<file path="src/rtl/knips_pkg.sv">
`default_nettype none
// ============================================================================
//  Module      : knips_pkg
//  Description : Shared types, defaults and helpers for the KNIPS fetch
//                sequencer (fetch FSM state encoding, default widths, the
//                halt-word default and the branch-target helper).
//  Contents    : fetch_state_t  - fetch FSM states {IDLE, RUN, DRAIN, DONE}
//                DEF_A/W/CNT_W  - default PC, instruction and counter widths
//                HALT_WORD_DEF  - default halt encoding (all ones)
//                next_pc()      - absolute / PC-relative redirect target
//  Revision    : 1.0 - initial release
// ============================================================================
package knips_pkg;

  // Fetch sequencer states. Explicit 2-bit encoding keeps the register
  // width fixed independent of tool enum sizing.
  typedef enum logic [1:0] {
    IDLE  = 2'd0,
    RUN   = 2'd1,
    DRAIN = 2'd2,
    DONE  = 2'd3
  } fetch_state_t;

  localparam int DEF_A     = 10;
  localparam int DEF_W     = 9;
  localparam int DEF_CNT_W = 16;

  localparam logic [DEF_W-1:0] HALT_WORD_DEF = '1;

  // Width used by next_pc(). Callers zero-extend into this width and keep
  // the low A bits of the result; because the low bits of a sum depend only
  // on the low bits of the operands, truncation yields exact modulo-2^A
  // arithmetic for any A up to PC_MAX_W.
  localparam int PC_MAX_W = 32;

  // Redirect target: absolute (abs=1) or PC-relative two's-complement
  // offset (abs=0).
  function automatic logic [PC_MAX_W-1:0] next_pc(
    input logic [PC_MAX_W-1:0] pc,
    input logic                abs,
    input logic [PC_MAX_W-1:0] tgt
  );
    next_pc = abs ? tgt : (pc + tgt);
  endfunction

endpackage : knips_pkg
`default_nettype wire

</file>
<file path="src/rtl/knips_pc.sv">
`default_nettype none
// ============================================================================
//  Module      : knips_pc
//  Description : Program-counter register for the KNIPS fetch sequencer.
//                Supports load, absolute/relative branch, increment and
//                hold (when no control is asserted). All arithmetic wraps
//                modulo 2^A.
//  Ports       : clk        in  1  rising-edge clock
//                rst_n      in  1  asynchronous active-low reset (PC -> 0)
//                load       in  1  PC <= load_addr (highest priority)
//                load_addr  in  A  value for load
//                branch     in  1  PC <= redirect target
//                branch_abs in  1  1: absolute target, 0: PC-relative offset
//                target     in  A  branch target / offset
//                incr       in  1  PC <= PC + 1 (lowest priority)
//                pc         out A  current program counter (registered)
//  Revision    : 1.0 - initial release
// ============================================================================
module knips_pc
  import knips_pkg::*;
#(
  parameter int A = DEF_A
) (
  input  logic         clk,
  input  logic         rst_n,
  input  logic         load,
  input  logic [A-1:0] load_addr,
  input  logic         branch,
  input  logic         branch_abs,
  input  logic [A-1:0] target,
  input  logic         incr,
  output logic [A-1:0] pc
);

  localparam logic [A-1:0] C_PC_ONE = {{(A-1){1'b0}}, 1'b1};

  logic [A-1:0]          r_pc;
  logic [PC_MAX_W-1:0]   w_redirect_full;
  logic [A-1:0]          w_redirect;
  logic [PC_MAX_W-A-1:0] w_unused_redirect_hi;

  assign w_redirect_full      = next_pc(PC_MAX_W'(r_pc), branch_abs, PC_MAX_W'(target));
  assign w_redirect           = w_redirect_full[A-1:0];
  // Upper bits are discarded on purpose: that truncation is the modulo wrap.
  assign w_unused_redirect_hi = w_redirect_full[PC_MAX_W-1:A];

  always_ff @(posedge clk or negedge rst_n) begin
    if (!rst_n) begin
      r_pc <= '0;
    end else if (load) begin
      r_pc <= load_addr;
    end else if (branch) begin
      r_pc <= w_redirect;
    end else if (incr) begin
      r_pc <= r_pc + C_PC_ONE;
    end
  end

  assign pc = r_pc;

endmodule : knips_pc
`default_nettype wire

</file>
<file path="src/rtl/inst_fetch_ctrl.sv">
`default_nettype none
// ============================================================================
//  Module      : inst_fetch_ctrl
//  Description : KNIPS fetch sequencer. Owns the PC (via knips_pc), drives
//                the external combinational ROM address, registers each
//                fetched word into the IR, handles one-bubble branch
//                redirects, detects the halt word and provides a Start/Done
//                handshake plus a saturating retired-instruction counter.
//  Ports       : Clk          in  1      rising-edge clock
//                Reset_n      in  1      asynchronous active-low reset
//                Start        in  1      start pulse (IDLE/DONE only)
//                StartAddr    in  A      initial PC for the run
//                Stall        in  1      hold PC and IR this cycle
//                BranchTaken  in  1      redirect fetch (qualifies Target)
//                BranchAbs    in  1      1: absolute, 0: PC-relative
//                Target       in  A      branch target / offset
//                InstAddress  out A      ROM address (= PC, registered)
//                InstIn       in  W      ROM data for InstAddress
//                Inst         out W      instruction register
//                InstValid    out 1      IR holds a live instruction
//                Busy         out 1      state == RUN
//                Done         out 1      state == DONE
//                InstCount    out CNT_W  instructions retired (saturating)
//  Revision    : 1.0 - initial release
// ============================================================================
module inst_fetch_ctrl
  import knips_pkg::*;
#(
  parameter int             A         = DEF_A,
  parameter int             W         = DEF_W,
  parameter logic [W-1:0]   HALT_WORD = {W{1'b1}},
  parameter int             CNT_W     = DEF_CNT_W
) (
  input  logic             Clk,
  input  logic             Reset_n,
  input  logic             Start,
  input  logic [A-1:0]     StartAddr,
  input  logic             Stall,
  input  logic             BranchTaken,
  input  logic             BranchAbs,
  input  logic [A-1:0]     Target,
  output logic [A-1:0]     InstAddress,
  input  logic [W-1:0]     InstIn,
  output logic [W-1:0]     Inst,
  output logic             InstValid,
  output logic             Busy,
  output logic             Done,
  output logic [CNT_W-1:0] InstCount
);

  localparam logic [CNT_W-1:0] C_CNT_ONE = {{(CNT_W-1){1'b0}}, 1'b1};

  fetch_state_t r_state;

  logic             w_start;
  logic             w_run_go;
  logic             w_is_halt;
  logic             w_branch;
  logic             w_incr;
  logic [CNT_W-1:0] w_count_next;

  // Start is honoured only while no program is in flight.
  assign w_start   = Start && ((r_state == IDLE) || (r_state == DONE));
  assign w_run_go  = (r_state == RUN) && !Stall;
  assign w_is_halt = (InstIn == HALT_WORD);
  // A stalled branch is dropped; execute re-presents it once the stall clears.
  assign w_branch  = w_run_go && BranchTaken;
  // On a halt fetch the PC parks on the halt address instead of advancing.
  assign w_incr    = w_run_go && !BranchTaken && !w_is_halt;

  assign w_count_next = (&InstCount) ? InstCount : (InstCount + C_CNT_ONE);

  knips_pc #(
    .A (A)
  ) u_pc (
    .clk        (Clk),
    .rst_n      (Reset_n),
    .load       (w_start),
    .load_addr  (StartAddr),
    .branch     (w_branch),
    .branch_abs (BranchAbs),
    .target     (Target),
    .incr       (w_incr),
    .pc         (InstAddress)
  );

  // FSM with registered IR, valid, status and retire counter. The IR word is
  // retired on any non-stalled cycle in which it is valid, whether the next
  // slot is a fetch or a branch bubble.
  always_ff @(posedge Clk or negedge Reset_n) begin
    if (!Reset_n) begin
      r_state   <= IDLE;
      Inst      <= '0;
      InstValid <= 1'b0;
      Busy      <= 1'b0;
      Done      <= 1'b0;
      InstCount <= '0;
    end else begin
      case (r_state)
        IDLE, DONE: begin
          if (Start) begin
            r_state   <= RUN;
            Busy      <= 1'b1;
            Done      <= 1'b0;
            InstValid <= 1'b0;
            InstCount <= '0;
          end
        end

        RUN: begin
          if (!Stall) begin
            if (InstValid) begin
              InstCount <= w_count_next;
            end
            if (BranchTaken) begin
              // Bubble: the word at InstAddress (even a halt) is squashed.
              InstValid <= 1'b0;
            end else begin
              Inst      <= InstIn;
              InstValid <= 1'b1;
              if (w_is_halt) begin
                r_state <= DRAIN;
                Busy    <= 1'b0;
              end
            end
          end
        end

        DRAIN: begin
          // The halt word sits in the IR until a non-stalled cycle retires it.
          if (!Stall) begin
            InstCount <= w_count_next;
            InstValid <= 1'b0;
            r_state   <= DONE;
            Done      <= 1'b1;
          end
        end

        default: begin
          r_state <= IDLE;
        end
      endcase
    end
  end

endmodule : inst_fetch_ctrl
`default_nettype wire

</file>
<file path="config.mk">
export PLATFORM = sky130hd
export DESIGN_NAME = inst_fetch_ctrl
export DESIGN_NICKNAME = d
export VERILOG_FILES = /design/src/rtl/knips_pkg.sv /design/src/rtl/knips_pc.sv /design/src/rtl/inst_fetch_ctrl.sv
export SDC_FILE = /design/constraint.sdc
export NUM_CORES = 1
export LEC_CHECK = 0
export BUFFER_PORTS_ARGS = -buffer_cell sky130_fd_sc_hd__buf_2
export CORE_ASPECT_RATIO = 0.9
export CORE_MARGIN = 4
export CORE_UTILIZATION = 50
export CTS_BUF_LIST = sky130_fd_sc_hd__clkbuf_8
export CTS_CLUSTER_DIAMETER = 150
export DETAILED_ROUTE_END_ITERATION = 8
export GPL_ROUTABILITY_DRIVEN = 0
export PLACE_DENSITY_LB_ADDON = 0.15
export SYNTH_ARGS = -nofsm -noshare
export SYNTH_HDL_FRONTEND = slang
export SYNTH_HIERARCHICAL = 1
export SYNTH_SLANG_ARGS = --single-unit
</file>
<file path="constraint.sdc">
create_clock -name Clk -period 2.55 [get_ports Clk]
set_input_delay 0.255 -clock Clk [delete_from_list [all_inputs] [get_ports Clk]]
set_output_delay 0.255 -clock Clk [all_outputs]
set_load 0.005 [all_outputs]
</file>
==> results.cfg <==
[cts]
cts-htree-levels = 2
numCtsBuffers = 5
root_buffer = clkbuf_8
insertion_delay_ns = 0.29
hold_buffers = 0
cts.sinks = 40
clkTransAtPathRegs_ns = 0.08
post_cts_buffers = 0
cts_tree = yes
clockBufferDepth = 2
post_cts_resized = 0

[detailed_routing]
route.detailed.drc = 0
first_pass_iters = 4
ant_nets = 0
routed_wl_mm = 7.09
wl_per_cell_um = 15.7
vias = 2678
via_per_inst = 5.91
first_iter_violations = 162

[placed_design]
hpwl_mm = 5.34
io_buffer_count = 72
placed_cell_area_um2 = 3240

[cells_and_area]
finalNetCount = 435
regArea_um2 = 1000
diodes = 0
drive_gt1_share_pct = 28.0
multi_input_area_um2 = 1700
final_cell_area_um2 = 3320
fillers = 464
finish.utilization_pct = 62.1
area_growth_syn_to_layout_pct = 18.5

[timing]
fin_crit_sh_pct = 89.7
worst_slew_pin_slew_ns = 0.894
fmax_mhz = 437
finalSetupTns_ns = 0
slew_viol_final = 0
final_hold_viol_count = 0
maxSlewHeadroom_pct = 40.4
timing.hold.ws_ns = 0.0813
period_minus_slack_ns = 2.29
finalSetupViolations = 0
rsz0062_at_grt = no
clock-skew-final_ns = 0.0103

[logic_synthesis]
syn_area_um2 = 2800
synth_cell_types = 60
synth_top_area_share_pct = 35.7
synth-edff-count = 0
synth_area_leaders = dfrtp_1 (36%), ha_1 (5.8%), mux2_2 (4.4%), nand2_1 (4.2%), xnor2_1 (3.4%)
synthArstFlopShare_pct = 100
synth_top_area_cell = dfrtp_1
yosysWarnings = 6
ys_seq_area_share_pct = 35.7
ys_seq_elements = 40
avgSynthCellArea_um2 = 8.98
syn_inst = 312
yosys_most_used_dff = dfrtp_1
syn_nets = 361

[pwr]
power.total_mw = 3.06
leakage_nw = 1.52
power_density_nw_per_um2 = 922
ir_worst_vdd_uv = 544

[floorplan]
ios = 73
initial_core_util_pct = 52.4
fp.dieH_um = 79.0
die_w_um = 86.9
row_count = 25
dieArea_um2 = 6870
core_um2 = 5350

[critical_path]
crit_arrival_ns = 2.44
crit_required_ns = 2.70
worstPathMaxFanout = 6
cp-end-kind = flip-flop
critPathKind = flip-flop to flip-flop
start_kind = flip-flop

[grt]
grt_pass1_wl_mm = 12.0
grt_pass1_vias = 2462
grt_usage_pct = 21.5
grt_max_degree = 41
antenna_found_initial = 0
gr-total-overflow = 0

[min_path]
hold_class = input port to async pin

[flow_run]
cap_violations = 0

[status]
status = finished, final reports clean
[logic make-up after synthesis]
logic type,count (synthesis),synth area share (%)
adders and majority gates,14,6.52
muxes,16,6.21
buffers and inverters,25,3.75
DFF,40,35.7
AOI/OAI and AO/OA,93,22.1
and+or+nand+nor,110,21.3
xor gates and xnor gates,14,4.38
[layer usage]
metal,track usage (%),vias up,wire length [um]
li1,-,1316,-
met1,32.1,1255,3470
met2,32.2,103,2990
met3,4.05,4,596
met4,4.05,0,37
met5,0,-,0
[cells in the final DEF, fill, tap and decap left out, types with 12 or more instances in the layout]
cell type | netlist | routed
buf_2 | 3 | 72
dfrtp_1 | 40 | 40
nand2_1 | 31 | 31
o21ai_0 | 19 | 19
a21oi_1 | 18 | 18
nor2_1 | 16 | 16
inv_1 | 12 | 13
nand3_1 | 13 | 13
ha_1 | 13 | 13
a31oi_1 | 12 | 12
[cells in the mapped netlist (2+ instances only)]
library cell and number:
xnor2_1 11, dfrtp_1 40, inv_1 12, o41ai_1 2, buf_2 3, nand4_1 11, nand3_1 13, and3_1 3
ha_1 13, xor2_1 3, mux2_2 11, a31oi_1 12, nor4_1 7, a21oi_1 18, and4_1 2, nor3b_1 2
nor2b_1 5, clkbuf_1 8, a221o_1 2, o21ai_0 19, o21a_1 5, nor2_1 16, or4_1 3, o21ai_1 4
a221oi_1 3, a21o_1 6, mux2i_1 5, nand2b_1 3, nand2_1 31, a41oi_1 2, o211ai_1 6, nor3_1 3
[through the flow]
stage | cells | worst slack (ns)
floorplan | 312 | 0.148
global placement | 446 | 0.388
detailed placement | 446 | 0.316
CTS | 453 | 0.275
global route | 453 | 0.0214
finish | 453 | 0.263
[worst paths after layout]
kind / slack, ns / end / start / cells after the start
worst max-delay path: 0.26 / u_pc/pc[9] / r_state[1] / 11
worst min-delay path: 0.08 / InstCount[0] / Reset_n / 1
worst max register to register: 0.26 / u_pc/pc[9] / r_state[1] / 11
worst min register to register: 0.50 / Inst[5] / Inst[5] / 1
max in group asynchronous: 1.91 / u_pc/pc[8] / Reset_n / 1
min in group Clk: 0.17 / u_pc/pc[4] / StartAddr[4] / 3
[layout make-up]
cell class,count,share of cell area [%]
multi-input cells,247,51.1
flip-flops and latches,40,30.1
repair buffers,79,12.4
well taps,67,2.52
clock buffers,5,2.07
inverters,13,1.47
clock inverters,2,0.264
[sequential cells by signal (all words and copies together), names as in the netlist]
name and cells:
u_pc/pc 10, InstCount 16, InstValid 1, Inst 9, Busy 1, Done 1, r_state 2
[report_power, final]
part           internal, mW  switching (mW)
Sequential            0.830           0.238
Combinational         0.742           0.846
Clock                 0.183           0.224
Total                  1.75            1.31
[critical path, stage by stage (launching register included)]
cell and delay, ns:
dfrtp_1 0.38, inv_1 0.07, ha_1 0.25, inv_1 0.13, nor2_2 0.14, o31a_1 0.17
and3_1 0.22, nand2_1 0.08, a32oi_1 0.20, o211ai_1 0.11, nor4_1 0.30, nand3_1 0.11
Power figures use the tool's default switching activity.
